`src/rtl/sprite_draw_engine_pkg.sv`:
```
// Shared constants, encodings and address helper for the sprite draw engine.
package sprite_draw_engine_pkg;

  localparam int unsigned SCREEN_W  = 320;
  localparam int unsigned SCREEN_H  = 240;
  localparam int unsigned COLOUR_W  = 9;
  localparam int unsigned BG_ADDR_W = 17;
  localparam int unsigned COORD_W   = 10;

  typedef enum logic {
    KIND_BG   = 1'b0,
    KIND_CHAR = 1'b1
  } kind_e;

  typedef enum logic [2:0] {
    StIdle,
    StScan,
    StDrain,
    StDone,
    StRelease
  } state_e;

  // y*320 + x as shift-and-add; modulo 2^17 arithmetic gives the truncated address directly.
  function automatic logic [BG_ADDR_W-1:0] bg_addr_of(input logic [COORD_W-1:0] x,
                                                     input logic [COORD_W-1:0] y);
    logic [BG_ADDR_W-1:0] w_x;
    logic [BG_ADDR_W-1:0] w_y;
    w_x = BG_ADDR_W'(x);
    w_y = BG_ADDR_W'(y);
    return (w_y << 8) + (w_y << 6) + w_x;
  endfunction

endpackage

```
`src/rtl/sprite_draw_engine_char_rom.sv`:
```
// Character sprite ROM, Depth x ColourW, synchronous read with one cycle of latency.
// Every seventh word holds the transparent key colour; the rest form a fixed gradient.
module char_sprite_rom #(
  parameter int unsigned       Depth     = 64,
  parameter int unsigned       AddrW     = 6,
  parameter int unsigned       ColourW   = 9,
  parameter logic [ColourW-1:0] KeyColour = 9'h1FF
) (
  input  logic               i_clk,
  input  logic [AddrW-1:0]   i_addr,
  output logic [ColourW-1:0] o_data
);

  logic [ColourW-1:0] w_rom [Depth];
  logic [ColourW-1:0] r_data;

  for (genvar i = 0; i < Depth; i++) begin : g_rom
    assign w_rom[i] = (i % 7 == 0) ? KeyColour : ColourW'(i * 5);
  end

  always_ff @(posedge i_clk) begin
    r_data <= w_rom[i_addr];
  end

  assign o_data = r_data;

endmodule

```
`src/rtl/sprite_draw_engine.sv`:
```
// Scans a SPRITE_W x SPRITE_H box and emits one VGA write per pixel, background or character.
// Optional SPRITE_TRANSPARENCY_EN: character pixels equal to KEY_COLOUR are not plotted.
module sprite_draw_engine #(
  parameter int unsigned        SPRITE_W   = 8,
  parameter int unsigned        SPRITE_H   = 8,
  parameter int unsigned        COLOUR_W   = sprite_draw_engine_pkg::COLOUR_W,
  parameter logic [COLOUR_W-1:0] KEY_COLOUR = 9'h1FF
) (
  input  logic                                        clock,
  input  logic                                        reset,
  input  logic                                        drawBG,
  input  logic                                        drawChar,
  input  logic [8:0]                                  xCoordinate,
  input  logic [7:0]                                  yCoordinate,
  output logic [sprite_draw_engine_pkg::BG_ADDR_W-1:0] bg_addr,
  input  logic [COLOUR_W-1:0]                         bg_data,
  output logic [8:0]                                  vga_x,
  output logic [7:0]                                  vga_y,
  output logic [COLOUR_W-1:0]                         colour,
  output logic                                        plot,
  output logic                                        doneBG,
  output logic                                        doneChar
);
  import sprite_draw_engine_pkg::*;

  localparam int unsigned        NPix   = SPRITE_W * SPRITE_H;
  localparam int unsigned        CxW    = (SPRITE_W > 1) ? $clog2(SPRITE_W) : 1;
  localparam int unsigned        CyW    = (SPRITE_H > 1) ? $clog2(SPRITE_H) : 1;
  localparam int unsigned        RomAw  = CxW + CyW;
  localparam logic [CxW-1:0]     CxLast = CxW'(SPRITE_W - 1);
  localparam logic [CyW-1:0]     CyLast = CyW'(SPRITE_H - 1);
  localparam logic [COORD_W-1:0] XLimit = COORD_W'(SCREEN_W);
  localparam logic [COORD_W-1:0] YLimit = COORD_W'(SCREEN_H);

  state_e               r_state;
  state_e               w_state_d;
  kind_e                r_kind;
  logic [8:0]           r_x0;
  logic [7:0]           r_y0;
  logic [CxW-1:0]       r_cx;
  logic [CyW-1:0]       r_cy;
  logic                 r_drain;

  logic                 r_s1_valid;
  logic                 r_s1_clip;
  logic [8:0]           r_s1_x;
  logic [7:0]           r_s1_y;

  logic                 r_plot;
  logic [8:0]           r_vga_x;
  logic [7:0]           r_vga_y;
  logic [COLOUR_W-1:0]  r_colour;

  logic [COORD_W-1:0]   w_px;
  logic [COORD_W-1:0]   w_py;
  logic                 w_clip;
  logic                 w_last;
  logic                 w_req_any;
  logic                 w_req_held;
  logic                 w_key;
  logic [RomAw-1:0]     w_rom_addr;
  logic [COLOUR_W-1:0]  w_rom_data;
  logic [COLOUR_W-1:0]  w_src;

  // Screen coordinates carry an extra bit so boxes near the right/bottom edge clip, not wrap.
  always_comb begin
    w_px       = COORD_W'(r_x0) + COORD_W'(r_cx);
    w_py       = COORD_W'(r_y0) + COORD_W'(r_cy);
    w_clip     = (w_px >= XLimit) || (w_py >= YLimit);
    w_last     = (r_cx == CxLast) && (r_cy == CyLast);
    w_rom_addr = {r_cy, r_cx};
    w_req_any  = drawBG || drawChar;
    w_req_held = (r_kind == KIND_BG) ? drawBG : drawChar;
    w_src      = (r_kind == KIND_CHAR) ? w_rom_data : bg_data;
  end

  assign bg_addr = bg_addr_of(w_px, w_py);

`ifdef SPRITE_TRANSPARENCY_EN
  assign w_key = (r_kind == KIND_CHAR) && (w_rom_data == KEY_COLOUR);
`else
  assign w_key = 1'b0;
`endif

  char_sprite_rom #(
    .Depth    (NPix),
    .AddrW    (RomAw),
    .ColourW  (COLOUR_W),
    .KeyColour(KEY_COLOUR)
  ) u_char_rom (
    .i_clk (clock),
    .i_addr(w_rom_addr),
    .o_data(w_rom_data)
  );

  always_comb begin
    w_state_d = r_state;
    unique case (r_state)
      StIdle:    if (w_req_any) w_state_d = StScan;
      StScan:    if (w_last) w_state_d = StDrain;
      StDrain:   if (r_drain) w_state_d = StDone;
      StDone:    w_state_d = StRelease;
      StRelease: if (!w_req_held) w_state_d = StIdle;
      default:   w_state_d = StIdle;
    endcase
  end

  always_ff @(posedge clock or posedge reset) begin
    if (reset) begin
      r_state <= StIdle;
      r_kind  <= KIND_BG;
      r_x0    <= '0;
      r_y0    <= '0;
      r_cx    <= '0;
      r_cy    <= '0;
      r_drain <= 1'b0;
    end else begin
      r_state <= w_state_d;
      case (r_state)
        StIdle: begin
          if (w_req_any) begin
            r_x0    <= xCoordinate;
            r_y0    <= yCoordinate;
            r_kind  <= drawBG ? KIND_BG : KIND_CHAR;
            r_cx    <= '0;
            r_cy    <= '0;
            r_drain <= 1'b0;
          end
        end
        StScan: begin
          if (r_cx == CxLast) begin
            r_cx <= '0;
            r_cy <= (r_cy == CyLast) ? '0 : r_cy + 1'b1;
          end else begin
            r_cx <= r_cx + 1'b1;
          end
        end
        StDrain: r_drain <= ~r_drain;
        default: ;
      endcase
    end
  end

  // Stage 1 waits alongside the memory read; stage 2 registers the plot.
  always_ff @(posedge clock or posedge reset) begin
    if (reset) begin
      r_s1_valid <= 1'b0;
      r_s1_clip  <= 1'b0;
      r_s1_x     <= '0;
      r_s1_y     <= '0;
      r_plot     <= 1'b0;
      r_vga_x    <= '0;
      r_vga_y    <= '0;
      r_colour   <= '0;
    end else begin
      r_s1_valid <= (r_state == StScan);
      r_s1_clip  <= w_clip;
      r_s1_x     <= w_px[8:0];
      r_s1_y     <= w_py[7:0];
      r_plot     <= r_s1_valid && !r_s1_clip && !w_key;
      r_vga_x    <= r_s1_x;
      r_vga_y    <= r_s1_y;
      r_colour   <= w_src;
    end
  end

  assign plot     = r_plot;
  assign vga_x    = r_vga_x;
  assign vga_y    = r_vga_y;
  assign colour   = r_colour;
  assign doneBG   = (r_state == StDone) && (r_kind == KIND_BG);
  assign doneChar = (r_state == StDone) && (r_kind == KIND_CHAR);

endmodule
```
`config.mk`:
```
export PLATFORM = sky130hd
export DESIGN_NAME = sprite_draw_engine
export DESIGN_NICKNAME = d
export VERILOG_FILES = /design/src/rtl/sprite_draw_engine_pkg.sv /design/src/rtl/sprite_draw_engine_char_rom.sv /design/src/rtl/sprite_draw_engine.sv
export SDC_FILE = /design/constraint.sdc
export NUM_CORES = 1
export LEC_CHECK = 0
export ABC_AREA = 1
export CORE_AREA = 2 2 138 140
export DETAILED_ROUTE_END_ITERATION = 10
export DIE_AREA = 0 0 140 142
export PLACE_DENSITY = 0.42
export SLEW_MARGIN = 30
export SYNTH_ARGS = -nofsm -noshare
export SYNTH_HDL_FRONTEND = slang
export SYNTH_SLANG_ARGS = --single-unit
```
`constraint.sdc`:
```
create_clock -name clock -period 4.65 [get_ports clock]
set_input_delay 0.93 -clock clock [delete_from_list [all_inputs] [get_ports clock]]
set_output_delay 0.93 -clock clock [all_outputs]
set_load 0.1 [all_outputs]
```
# [Yosys cells after proc, flatten, opt, wreduce, memory -nomap -nowiden]
# Memory sizes are Yosys's and may differ from the RTL's. A register that Yosys moved wholly into a read port is not among the register bits.
# Cells that the tools add are included.
[word_totals] output_inout_bits=46 register_bits=74 word_cells=69 romBits=576 n_memories=1
[op_classes] bitwise_logic=3 addsub=6 magnitude_cmp=2 n_mux=16 reduce_logical=15 n_eq_ne=11
[mem_list] memory="(no name shown)" depth=64 width=9 read_ports=1 rd_clocked_by_memory_dff=1 write_ports=0 line="sprite_draw_engine_char_rom.sv:22" source="r_data <= w_rom[i_addr];"
[op_table] cell="two-way mux 3 bit" count=8
[op_table] cell="adder 17 x 10 -> 17 bit" count=1
[op_table] cell="adder 17 x 15 -> 17 bit" count=1
[op_table] cell="one-hot mux 3 bit (5 select lines)" count=1
[op_table] cell="one-hot mux 3 bit (2 select lines)" count=2
[op_table] cell="adder 9 x 3 -> 10 bit" count=1
[op_table] cell="greater-or-equal comparator 10 x 9 -> 1 bit, second input constant" count=1
[op_table] cell="!= test 2 bit, second input constant" count=5
[op_table] cell="adder 8 x 3 -> 9 bit" count=1
[op_table] cell="equality test 3 bit, second input constant" count=3
[op_table] cell="greater-or-equal comparator 9 x 8 -> 1 bit, second input constant" count=1
[op_table] cell="two-way mux 9 bit" count=1
[op_table] cell="NOT 6 -> 7 bit" count=1
[op_table] cell="adder 3 x 1 -> 3 bit, second input constant" count=2
[op_table] cell="equality test 3 x 2 -> 1 bit, second input constant" count=2
[op_table] cell="AND reduction 2 bit" count=3
[op_table] cell="logical AND 1 bit" count=4
[op_table] cell="AND reduction 4 bit" count=1
[op_table] cell="nonzero test 2 bit" count=2
[op_table] cell="equality test 3 x 1 -> 1 bit, second input constant" count=1
[op_table] cell="zero test 3 bit" count=1
[op_table] cell="two-way mux 1 bit" count=3
[op_table] cell="AND reduction 3 bit" count=1
[op_table] cell="logical OR 1 bit" count=2
[op_table] cell="other kinds (3)" count=4

# [Longest topological paths before layout]
[depth] depth_word=4 depth_mapped=22 mapped_depth_nobuf=22

# [Modules after synthesis]
# From an unflattened synthesis, not the netlist that was laid out.
[hier_totals] hier_cells=570 area_unflattened_um2=4719.5
[by_module_without_submodules] mod="sprite_draw_engine" seq_area_each_um2=1851.8 area_each_um2=3669.8 cells_each=386 instances=1
[by_module_without_submodules] mod="char_sprite_rom" seq_area_each_um2=180.2 area_each_um2=1049.8 cells_each=184 instances=1

# [Worst setup path before layout]
# No wires, ideal clock.
[synth_path] path_type="flip-flop to output port" from="reg r_cx[0]" to="out bg_addr[13] (netlist bit)" stages_incl_launch_ff=18 arrival_ns=4.622 path_slack_ns=-0.902 n_path_buf=0 path_cell_list="dfrtp_1 -> ha_1 -> inv_1 -> fa_1 -> inv_1 -> nand2_1 -> a21oi_1 -> nand3_1 -> nand2_1 -> nand2_1 -> nand2_1 -> inv_1 -> ha_1 -> inv_1 -> fa_1 -> o21ai_0 -> a21oi_1 -> xnor2_1"
[synth_between] elab_chain_len=2
[synth_lines] item="start, declared" line="sprite_draw_engine.sv:40" source="logic [CxW-1:0] r_cx;"
[synth_lines] item="start signal, assigned" line="sprite_draw_engine.sv:135" source="r_cx <= r_cx + 1'b1;"
[synth_lines] item="adder 9 x 3 -> 10 bit" line="sprite_draw_engine.sv:67" source="w_px = COORD_W'(r_x0) + COORD_W'(r_cx);"
[synth_lines] item="named net w_px[8]" line="sprite_draw_engine.sv:54" source="logic [COORD_W-1:0] w_px;"
[synth_lines] item="adder 17 x 10 -> 17 bit" line="sprite_draw_engine_pkg.sv:30" source="return (w_y << 8) + (w_y << 6) + w_x;"
[synth_lines] item="end, declared" line="sprite_draw_engine.sv:15" source="output logic [sprite_draw_engine_pkg::BG_ADDR_W-1:0] bg_addr,"
# The timed path passes the listed nets, and every way through them passes these cells.

# [Worst setup path after layout]
[layout_path] from="reg r_cx[1]" to="out bg_addr[15] (netlist bit)"
# The elaborated chain is that of the path after synthesis.

==> parameters.txt <==
Parameter                              Value

Synth
  Adder-cell share of the synthesized area ... 0.1204
  Avg Cell Area, Syn ... 8.279 um2
  Main combinational cell family by area after synthesis ... simple AND/OR/NAND/NOR gates
  Xor and xnor area share after synthesis ... 0.02524
  Count of warnings emitted by yosys ... 0
  Most frequently used cell type in the post-synthesis netlist ... nand2_1
  Synth Area in Compound Gates ... 0.09762
  Sequential fraction of the synthesis area ... 0.4504
  Most used DFF post-synth ... dfrtp_1
  Flip-flop and latch count after synthesis ... a little over 80
  Post-synth design cell area ... approximately 0.0045 mm2
  Distinct cell type count after synthesis ... 35
  Commonest cells post-synth ... nand2_1 (172), dfrtp_1 (74), inv_1 (61)
  Most area-hungry cell type in the Yosys netlist ... dfrtp_1
  Cells after Synth ... between 500 and 600
  Share of flip-flops with an asynchronous set or reset after synthesis ... 0.8916
  EDFF count, synth ... 0
  Number of nets produced by synthesis ... slightly above 600
  Area share of the largest cell type after synthesis ... 0.4104
  Share of synthesized cell area in and, or, nand and nor gates ... 0.2271
  Multiplexer share of the synthesized area ... 0
  Synth area leaders ... dfrtp_1 (41%), nand2_1 (14%), ha_1 (10%)

Status
  Run status ... complete, but fails checks
  Violated checks ... DRC

Min path
  Min-Delay Endpoint ... vga_x[5]
  Cell depth of the worst hold path ... 0
  Kind of path behind the tightest hold check ... flip-flop to flip-flop
  Hold path startpoint ... r_s1_x[5]

Setup path
  Number of buffer and inverter instances along the worst setup path ... 5
  Cell-by-cell listing of the critical path ... buf_4 -> ha_1 -> nand3_1 -> nand3_1 -> buf_4 -> nand3_1 -> nand2_1 -> ha_1 -> ha_4 -> inv_1 -> fa_2 -> o21ai_2 -> buf_4 -> nand4_1 -> nand2_1 -> nand2_1 -> nand2_2 -> buf_12
  Worst reg2reg path depth ... 7
  Cell class contributing the biggest share of worst-path delay ... adder cells
  Worst path max stage delay ... around 0.40 ns
  Highest fanout seen on the critical path ... 9
  Startpoint-to-endpoint class of the critical path ... flip-flop to output pin
  Reg2reg setup slack ... 2.76 ns
  Crit Reg-Reg Endpoint ... r_state[0]
  Req. time, crit path ... about 3.7 ns
  Worst reg2reg startpoint ... r_cx[0]
  CP Launch Type ... flip-flop
  Slowest cell on the critical path ... fa_2
  Sort of element at the end of the critical path ... output pin
  Critical path data arrival time ... approximately 3.4 ns

Floorplan
  Die Height ... between 100 and 150 um
  Std-Cell Rows ... 50
  Number of placed I/O pins ... between 70 and 80
  Chip Width ... between 100 and 150 um
  Starting utilization of the core area ... 0.2445
  Floorplan die area ... 0.01988 mm2
  Core area ... ~0.018 mm2

Final layout
  Layout cell share with drive strength beyond 1 ... 0.1291
  Nets@finish ... 701
  Antenna Cells ... 0
  Number of fill cells in the layout ... approximately 1900
  Synthesis-to-finish area growth ... 34.97%

Global routing
  Global-route congestion overflow total ... 0
  First-pass GRT wire length ... 18880 um
  Via count of the first global-routing pass ... just under 4000
  Overall fraction of global-route tracks in use ... 0.1209
  Pin count of the biggest net entering global routing ... 50
  Antenna violations before repair ... 0

Routing
  WL final ... between 10000 and 15000 um
  Via total after detailed routing ... slightly below 4000
  Mean number of vias per cell ... ~4.4
  Drt initial violations ... 170
  DRC ... 5
  Number of search-and-repair iterations in the first detailed-routing pass ... 9
  Post-detailed-route count of antenna-violating nets ... 0
  Average wire per standard cell ... approximately 13 um

Clock network
  Max Buffers Root-to-Sink ... 2
  CTS tree ... yes
  Insertion delay to the later sink of the worst-skew pair ... roughly 0.34 ns
  CTS root buffer ... clkbuf_16
  Total CTS buffers ... 9
  H-tree levels ... 3
  Clock Pin Slew Worst Setup and Hold Paths ... 0.06 ns
  Clk sinks ... between 80 and 90

STA
  Final setup violation count ... 0
  Slew at the pin closest to its max-slew limit ... between 0.9 and 1 ns
  Worst slew slack as a fraction of its limit ... 0.3422
  Final-layout setup total negative slack ... 0 ns
  Time the final worst path needs with I/O delays and setup ... between 4 and 5 ns
  Final-report hold violation count ... 0
  Worst clock skew ... 0.007132 ns
  Fin Hold WS ... approximately 0.35 ns
  Ratio of final minimum period to clock period ... 0.9407
  Pins over their slew limit ... 0
  Worst Slack Setup Final ... around 0.28 ns
  Maximum achievable frequency ... 0.2286 GHz

Place
  Final RePlAce weighted congestion ... between 0.8 and 0.9
  HPWL after DPL ... around 8700 um
  Dpl ws ... about 0.23 ns
  # port buffers ... 75

Run
  Number of violations of the max-capacitance limit ... 0
==> registers in the layout (all words and copies together) (netlist names), 3 cells and up <==
name / cells
r_s1_y: 8
colour: 9
vga_x: 9
r_s1_x: 9
r_y0: 8
r_x0: 9
r_cy: 3
u_char_rom.o_data: 9
r_state: 3
vga_y: 8
r_cx: 3
==> stage by stage <==
step,area [um2],util,std cells
after global placement,5679,0.3077,850
after detailed placement,5679,0.3077,850
after global routing,6090,0.3300,869
after floorplan,4571,-,545
after CTS,5996,0.3249,867
final,6090,0.3300,869
==> worst max path at each step <==
stage	from	to	depth (start not counted)
after global routing	r_x0[0]	bg_addr[15]	21
after detailed placement	r_cx[0]	bg_addr[15]	21
after floorplan	r_cx[0]	bg_addr[13]	17
final	r_cx[1]	bg_addr[15]	18
after CTS	r_cy[0]	bg_addr[14]	16
after global placement	r_x0[0]	bg_addr[15]	21
==> cells in the final DEF (no fill, tap or decap), types with 4 or more instances in the layout <==
cell type,netlist,routed
xor2_1,8,4
nand4_1,8,8
inv_2,4,4
a21oi_2,0,4
buf_12,0,9
o21ai_1,12,12
nor2_1,22,21
ha_1,37,33
nand3_1,36,35
o21ai_0,25,24
clkdlybuf4s50_1,0,59
inv_1,61,60
nand2_1,172,170
clkbuf_16,0,9
a21oi_1,21,17
o211ai_1,8,8
buf_4,7,24
dfrtp_1,74,74
dfxtp_1,9,9
==> layout make-up <==
cell class | instances | area, um2 | area share
Inverter | 65 | 246.5 | 0.04048
Tap cell | 234 | 292.8 | 0.04808
Timing Repair Buffer | 92 | 950.9 | 0.1562
Clock inverter | 4 | 51.30 | 0.008424
Clock buffer | 12 | 246.5 | 0.04048
Sequential cell | 83 | 2032 | 0.3337
Multi-Input combinational cell | 379 | 2270 | 0.3727
==> cells by family after synthesis <==
| family | count (synthesis) |
|---|---|
| and+or+nand+nor | 247 |
| DFF | 83 |
| xor gates and xnor gates | 13 |
| buffers and inverters | 83 |
| AOI/OAI and AO/OA | 78 |
| adders and majority gates | 41 |
==> metal layers <==
layer / vias up / global-route usage / part of all wire
met5: - / 0 / 0
met4: 0 / 0.04094 / 0.019
met3: 19 / 0.03297 / 0.037
met2: 85 / 0.2077 / 0.49
met1: 1829 / 0.1475 / 0.45
li1: 1918 / - / -
==> timing repair <==
action / 4_1_cts / 5_1_grt
hold buffers: 0 / 0
buffers inserted: 1 / 2
resized for setup: 4 / 18
hold endpoints to repair: 0 / 0
pin swaps: 1 / 2
setup endpoints to repair: 5 / 7
Power is left out: the tool's default activity adds up to more than one toggle a clock period on the data nets, which glitch-free logic cannot reach.
